File: config.mk
export PLATFORM = sky130hd
export DESIGN_NAME = mda_crtc
export DESIGN_NICKNAME = d
export VERILOG_FILES = /design/src/rtl/mda_crtc.sv
export SDC_FILE = /design/constraint.sdc
export NUM_CORES = 1
export LEC_CHECK = 0
export ABC_AREA = 1
export CORE_MARGIN = 2
export CORE_UTILIZATION = 30
export DETAILED_ROUTE_END_ITERATION = 8
export GPL_ROUTABILITY_DRIVEN = 0
export HOLD_SLACK_MARGIN = 0.03
export PLACE_DENSITY = 0.52
export SYNTH_ARGS = -nofsm -noshare
export SYNTH_HDL_FRONTEND = slang
export SYNTH_SLANG_ARGS = --single-unit
File: constraint.sdc
create_clock -name iClk -period 1.3 [get_ports iClk]
set_input_delay 0.13 -clock iClk [delete_from_list [all_inputs] [get_ports iClk]]
set_output_delay 0.13 -clock iClk [all_outputs]
set_load 0.01 [all_outputs]
File: src/rtl/mda_crtc.sv
`default_nettype none
// ============================================================================
//  Module   : mda_crtc
//  Purpose  : CPU-facing register block and frame timing control for the MDA
//             display path. Decodes I/O ports 03B0h-03BFh and provides an
//             MC6845-style index/data register pair, the mode control register
//             (03B8h) and the status register (03BAh). Supplies the character
//             fetch pipeline with a frame-latched start address, the cursor
//             address and shape, cursor/attribute blink phases and video enable.
//  Revision : 1.0 - initial release
// ----------------------------------------------------------------------------
//  Ports
//    iClk          in   1   single clock, CPU domain
//    iRstN         in   1   asynchronous active-low reset
//    iIoAddr       in  16   I/O port address
//    iIoData       in   8   I/O write data
//    iIoWr         in   1   I/O write strobe (one cycle per access)
//    iIoRd         in   1   I/O read strobe (one cycle per access)
//    oIoSel        out  1   combinational block select (03B0h-03BFh)
//    oIoData       out  8   registered read data, held until the next read
//    iHBlank       in   1   horizontal retrace, iClk domain
//    iVBlank       in   1   vertical retrace, iClk domain
//    oStartAddr    out 14   display start address, latched at frame start
//    oCursorAddr   out 14   cursor cell address
//    oCursorStart  out  5   first cursor scanline
//    oCursorEnd    out  5   last cursor scanline
//    oCursorOn     out  1   cursor visible this frame
//    oBlinkPhase   out  1   attribute blink phase
//    oVideoEn      out  1   video enable (mode bit 3)
//    oHiRes        out  1   high-resolution mode (mode bit 0)
// ============================================================================
module mda_crtc (
    input  logic        iClk,
    input  logic        iRstN,
    input  logic [15:0] iIoAddr,
    input  logic [7:0]  iIoData,
    input  logic        iIoWr,
    input  logic        iIoRd,
    output logic        oIoSel,
    output logic [7:0]  oIoData,
    input  logic        iHBlank,
    input  logic        iVBlank,
    output logic [13:0] oStartAddr,
    output logic [13:0] oCursorAddr,
    output logic [4:0]  oCursorStart,
    output logic [4:0]  oCursorEnd,
    output logic        oCursorOn,
    output logic        oBlinkPhase,
    output logic        oVideoEn,
    output logic        oHiRes
);

    // CRTC register indices that have behaviour beyond plain storage
    localparam logic [4:0] c_IDX_CUR_START = 5'd10;
    localparam logic [4:0] c_IDX_CUR_END   = 5'd11;
    localparam logic [4:0] c_IDX_START_HI  = 5'd12;
    localparam logic [4:0] c_IDX_START_LO  = 5'd13;
    localparam logic [4:0] c_IDX_CUR_HI    = 5'd14;
    localparam logic [4:0] c_IDX_CUR_LO    = 5'd15;

    localparam logic [3:0] c_PORT_MODE     = 4'h8;
    localparam logic [3:0] c_PORT_STATUS   = 4'hA;

    // ------------------------------------------------------------------
    // Register state
    // ------------------------------------------------------------------
    logic [4:0]  r_index;
    // R0-R9: timing registers kept for software compatibility only
    logic [7:0]  r_r0, r_r1, r_r2, r_r3;
    logic [6:0]  r_r4;
    logic [4:0]  r_r5;
    logic [6:0]  r_r6, r_r7;
    logic [1:0]  r_r8;
    logic [4:0]  r_r9;
    logic [6:0]  r_cur_start;       // [6:5] blink mode, [4:0] start line
    logic [4:0]  r_cur_end;
    logic [13:0] r_start_shadow;    // CPU-visible start address, not yet displayed
    logic [13:0] r_start_addr;      // start address in use for the current frame
    logic [13:0] r_cur_addr;
    logic        r_mode_hires;
    logic        r_mode_video;
    logic        r_mode_blink;
    logic [4:0]  r_frame_cnt;
    logic        r_vb_d;
    logic [7:0]  r_io_data;

    // ------------------------------------------------------------------
    // Port decode
    // ------------------------------------------------------------------
    logic       w_sel;
    logic [3:0] w_port;
    logic       w_is_crtc;          // 3B0-3B7
    logic       w_is_index;
    logic       w_is_data;
    logic       w_wr;
    logic       w_rd;
    logic       w_vb_rise;

    assign w_sel      = (iIoAddr[15:4] == 12'h03B);
    assign w_port     = iIoAddr[3:0];
    assign w_is_crtc  = ~w_port[3];
    assign w_is_index = w_is_crtc & ~w_port[0];
    assign w_is_data  = w_is_crtc &  w_port[0];
    assign w_wr       = iIoWr & w_sel;
    assign w_rd       = iIoRd & w_sel;
    assign w_vb_rise  = iVBlank & ~r_vb_d;

    // ------------------------------------------------------------------
    // Read data mux. Everything is sampled from the current register
    // contents, so a simultaneous write is never visible in this read.
    // ------------------------------------------------------------------
    logic [7:0] w_rd_data;

    always_comb begin
        w_rd_data = 8'hFF;
        if (w_is_index) begin
            w_rd_data = {3'b000, r_index};
        end else if (w_is_data) begin
            case (r_index)
                c_IDX_CUR_HI: w_rd_data = {2'b00, r_cur_addr[13:8]};
                c_IDX_CUR_LO: w_rd_data = r_cur_addr[7:0];
                default:      w_rd_data = 8'h00;   // write-only or light pen
            endcase
        end else if (w_port == c_PORT_STATUS) begin
            w_rd_data = {4'hF, iVBlank, 2'b00, iHBlank | iVBlank};
        end
    end

    // ------------------------------------------------------------------
    // Register file writes
    // ------------------------------------------------------------------
    always_ff @(posedge iClk or negedge iRstN) begin
        if (!iRstN) begin
            r_index        <= '0;
            r_r0           <= '0;
            r_r1           <= '0;
            r_r2           <= '0;
            r_r3           <= '0;
            r_r4           <= '0;
            r_r5           <= '0;
            r_r6           <= '0;
            r_r7           <= '0;
            r_r8           <= '0;
            r_r9           <= '0;
            r_cur_start    <= '0;
            r_cur_end      <= '0;
            r_start_shadow <= '0;
            r_cur_addr     <= '0;
            r_mode_hires   <= 1'b0;
            r_mode_video   <= 1'b0;
            r_mode_blink   <= 1'b0;
        end else if (w_wr) begin
            if (w_is_index) begin
                r_index <= iIoData[4:0];
            end else if (w_is_data) begin
                case (r_index)
                    5'd0:            r_r0 <= iIoData;
                    5'd1:            r_r1 <= iIoData;
                    5'd2:            r_r2 <= iIoData;
                    5'd3:            r_r3 <= iIoData;
                    5'd4:            r_r4 <= iIoData[6:0];
                    5'd5:            r_r5 <= iIoData[4:0];
                    5'd6:            r_r6 <= iIoData[6:0];
                    5'd7:            r_r7 <= iIoData[6:0];
                    5'd8:            r_r8 <= iIoData[1:0];
                    5'd9:            r_r9 <= iIoData[4:0];
                    c_IDX_CUR_START: r_cur_start <= iIoData[6:0];
                    c_IDX_CUR_END:   r_cur_end   <= iIoData[4:0];
                    c_IDX_START_HI:  r_start_shadow[13:8] <= iIoData[5:0];
                    c_IDX_START_LO:  r_start_shadow[7:0]  <= iIoData;
                    c_IDX_CUR_HI:    r_cur_addr[13:8]     <= iIoData[5:0];
                    c_IDX_CUR_LO:    r_cur_addr[7:0]      <= iIoData;
                    default: ;                            // R16 and above ignored
                endcase
            end else if (w_port == c_PORT_MODE) begin
                r_mode_hires <= iIoData[0];
                r_mode_video <= iIoData[3];
                r_mode_blink <= iIoData[5];
            end
        end
    end

    // ------------------------------------------------------------------
    // Frame timing: one counter step and one start-address load per
    // rising edge of vertical retrace. The load takes the shadow value
    // from before any write in the same cycle, deferring it a frame.
    // ------------------------------------------------------------------
    always_ff @(posedge iClk or negedge iRstN) begin
        if (!iRstN) begin
            r_vb_d       <= 1'b0;
            r_frame_cnt  <= '0;
            r_start_addr <= '0;
        end else begin
            r_vb_d <= iVBlank;
            if (w_vb_rise) begin
                r_frame_cnt  <= r_frame_cnt + 5'd1;
                r_start_addr <= r_start_shadow;
            end
        end
    end

    // ------------------------------------------------------------------
    // Read data register: unselected reads leave the last value in place
    // ------------------------------------------------------------------
    always_ff @(posedge iClk or negedge iRstN) begin
        if (!iRstN) begin
            r_io_data <= '0;
        end else if (w_rd) begin
            r_io_data <= w_rd_data;
        end
    end

    // ------------------------------------------------------------------
    // Cursor visibility from the blink mode field
    // ------------------------------------------------------------------
    logic w_cursor_on;

    always_comb begin
        w_cursor_on = 1'b1;
        case (r_cur_start[6:5])
            2'b00:   w_cursor_on = 1'b1;
            2'b01:   w_cursor_on = 1'b0;
            2'b10:   w_cursor_on = r_frame_cnt[3];
            default: w_cursor_on = r_frame_cnt[4];
        endcase
    end

    // Timing registers have no consumer inside this block
    logic w_unused_regs;
    assign w_unused_regs = ^{r_r0, r_r1, r_r2, r_r3, r_r4, r_r5,
                             r_r6, r_r7, r_r8, r_r9};

    // ------------------------------------------------------------------
    // Outputs
    // ------------------------------------------------------------------
    assign oIoSel       = w_sel;
    assign oIoData      = r_io_data;
    assign oStartAddr   = r_start_addr;
    assign oCursorAddr  = r_cur_addr;
    assign oCursorStart = r_cur_start[4:0];
    assign oCursorEnd   = r_cur_end;
    assign oCursorOn    = w_cursor_on;
    assign oBlinkPhase  = r_frame_cnt[4] & r_mode_blink;
    assign oVideoEn     = r_mode_video;
    assign oHiRes       = r_mode_hires;

endmodule
`default_nettype wire
==> qor.csv <==
stage;metric;value;unit
global_routing;total grt overflow;0;
detailed_routing;via count;3349;
floorplan;Ports;81;
final_layout;Post-Layout Inst Area;5550;um2
power;maximum VDD drop;0.000553;V
sta;Fin. Hold Viols;0;
detailed_routing;initial DRC count;190;
sta;setup_tns;-0.485;ns
synth;Async S/R FF share, synth;100;%
synth;Post-Syn Nets;461;
clock_tree;Clk pin slew, worst setup/hold paths;0.06;ns
synth;number of synthesized flops with an enable pin;0;
worst_setup_path;CP Class;flop to flop;
worst_setup_path;CP most frequent cell;nand2_2;
floorplan;full die area;12700;um2
power;Clock power frac;45.4;%
sta;slew at the pin closest to its max-slew limit;0.382;ns
detailed_routing;vias per cell;4.68;
global_routing;first-pass GRT wire length;17100;um
final_layout;fin nets;599;
synth;sequential area share after synthesis;53.7;%
worst_setup_path;Worst R2R Start;r_index[2];
clock_tree;Sink Count;76;
worst_setup_path;worst-path maximum fanout;7;
detailed_routing;drt wl/cell;14.3;um
global_routing;number of global-route vias before repair;3405;
placed_design;dpl ws;-0.471;ns
final_layout;synthesis-to-layout area growth;56.8;%
clock_tree;H-tree levels;3;
global_routing;initial antenna violation count;0;
clock_tree;Clock Tree Buf Depth;2;
flow_run;Max-Cap Viols;0;
worst_setup_path;worst stage delay on the critical path;0.41;ns
clock_tree;Clk Latency, worst-skew pair;0.34;ns
detailed_routing;Final ANT Viol Nets;0;
synth;YS warnings;0;
synth;Post-Synthesis Cells;430;
placed_design;Port Buffers;80;
placed_design;Placed Instances;686;
placed_design;DPL Wire Length;7170;um
clock_tree;Root Buffer;clkbuf_16;
sta;final count of pins violating max slew;0;
synth;ys flop type;dfrtp_1;
worst_setup_path;reg-to-reg slack, setup;-0.06;ns
run_status;failing checks;setup timing;
final_layout;most common cell after layout, fill and taps aside;nand2_1;
worst_setup_path;FF-to-FF End;r_cur_start[1];
clock_tree;CTS tree;done;
floorplan;Die X;113;um
final_layout;n_diodes;0;
worst_hold_path;Hold Crit Class;input pin to async pin;
worst_setup_path;Worst Path Arrival;1.58;ns
power;Internal Power;4.21;mW
synth;Post-Syn Area;3540;um2
power;Pwr Total;5.59;mW
floorplan;CORE AREA;11500;um2
detailed_routing;DRC;0;
sta;Slew HR;74.5;%
sta;fmax;738;MHz
power;Lkg Pwr;3.02;nW
power;Comb pwr share;9.6;%
run_status;status;finished with violations;
placed_design;Area after DPL;4910;um2
sta;clock skew;0.00973;ns
power;NetSw;1.38;mW
worst_setup_path;CP Data Required Time;1.52;ns
synth;Syn Area/Cell;8.23;um2
floorplan;FP Rows;39;
global_routing;Total GRT Usage;16.9;%
sta;RSZ-0062 raised after global routing;yes;
sta;Hold WS;0.258;ns
floorplan;Initial Util;30.9;%
power;PD cells;1010;nW/um2
synth;post-synthesis register bit count;76;
sta;crit path time final;1.36;ns
detailed_routing;first-pass iteration count of the detailed router;4;
worst_setup_path;crit path launch type;flop;
clock_tree;cts bufs inserted;9;
worst_setup_path;critical path's slowest cell;dfrtp_1;
sta;PnR worst setup slack;-0.0556;ns
final_layout;most frequent cells in the layout;nand2_1 (165), dfrtp_1 (75), dlygate4sd2_1 (57);
final_layout;Finished Layout Cells;716;
final_layout;layout cells sized above 1;26.7;%
power;Net Sw Frac;24.7;%
sta;Tcrit/Tclk final;104;%
worst_setup_path;CP cell instances;nand3b_1, nor2_4, nand3_4, nand2_2, nand2_2;
worst_setup_path;reg2reg path depth;5;
worst_setup_path;Worst setup EP type;flop;
power;sequential power share;44.9;%
sta;Setup Viol. Count Final;26;
synth;Yosys cell types;28;
detailed_routing;WL final;10300;um
floorplan;Chip Height;113;um
global_routing;largest net degree at the start of global routing;45;
final_layout;final core occ;48.4;%
-- Yosys cell counts (3+ instances only) --
master / instances / area, um2
inv_2: 6 / 22.5
nor2_2: 3 / 18.8
nand2_1: 199 / 747
nand3_1: 15 / 75.1
dfrtp_1: 76 / 1900
nand4_1: 42 / 263
o21ai_1: 4 / 20.0
buf_4: 6 / 45.0
nand2_2: 3 / 18.8
buf_2: 7 / 35.0
clkbuf_1: 5 / 18.8
nand3_2: 6 / 60.1
inv_1: 15 / 56.3
nor2_1: 25 / 93.8
-- metal layers --
metal  routed length, um  GRT usage [%]
met5                   0              0
met4                 110           3.90
met3                 430           4.32
met2                4940           27.2
met1                4780           22.9
-- how the worst max path moves through the flow --
| stage | from | to | slack, ns |
|---|---|---|---|
| floorplan | r_index[4] | r_start_shadow[0] | 0.01 |
| global placement | iIoAddr[5] | r_start_shadow[6] | -0.41 |
| detailed placement | iIoAddr[5] | oCursorEnd[1] | -0.47 |
| CTS | r_index[4] | oIoData[6] | -0.03 |
| global route | r_index[0] | r_start_shadow[0] | -0.14 |
| finish | r_index[2] | r_cur_start[1] | -0.06 |
-- sequential cells by signal, summed over array words and instances (netlist names), 5 cells and up --
signal          count
oCursorAddr        14
oStartAddr         14
r_start_shadow     14
oIoData             8
r_cur_start         7
oCursorEnd          5
r_frame_cnt         5
r_index             5
-- kinds of logic (layout without fill, tap and decap cells) --
| logic type | Yosys count | in the layout | share of synthesized area, % |
|---|---|---|---|
| adders and majority gates | 1 | 1 | 0.353 |
| xor gates and xnor gates | 4 | 4 | 0.990 |
| DFF | 76 | 76 | 53.7 |
| AOI/OAI and AO/OA | 8 | 8 | 1.31 |
| buffers and inverters | 41 | 184 | 5.65 |
| and+or+nand+nor | 300 | 300 | 38.0 |
-- power groups by stage --
stage | clock network [mW] | logic [mW] | registers, mW
after floorplan | 0 | 0.178 | 2.55
after global placement | 0 | 0.492 | 2.56
after detailed placement | 0 | 0.506 | 2.56
after CTS | 2.59 | 0.542 | 2.51
after global routing | 2.70 | 0.594 | 2.52
final | 2.54 | 0.538 | 2.51
-- final cells by class --
cell class / count / area (um2)
fillers: 1090 / 5920
multi-input cells: 313 / 1640
repair buffers: 147 / 1450
clock inverters: 7 / 76.3
clock buffers: 9 / 225
inverters: 21 / 78.8
well taps: 143 / 179
flip-flops and latches: 76 / 1900
-- critical path, delay by kind of cell, from the launching register on --
family           cells  cell delay (ns)
flip-flops           1             0.41
AND/OR/NAND/NOR      5             0.84
-- repair_timing --
| action | CTS | global route |
|---|---|---|
| setup endpoints to repair | 104 | 58 |
| pin swaps | 18 | 25 |
| hold buffers | 1 | 0 |
| gates cloned | 2 | 0 |
| endpoints found under the hold margin | 24 | 0 |
| resized for setup | 100 | 40 |
| buffers inserted | 6 | 5 |
Power figures use the tool's default switching activity.
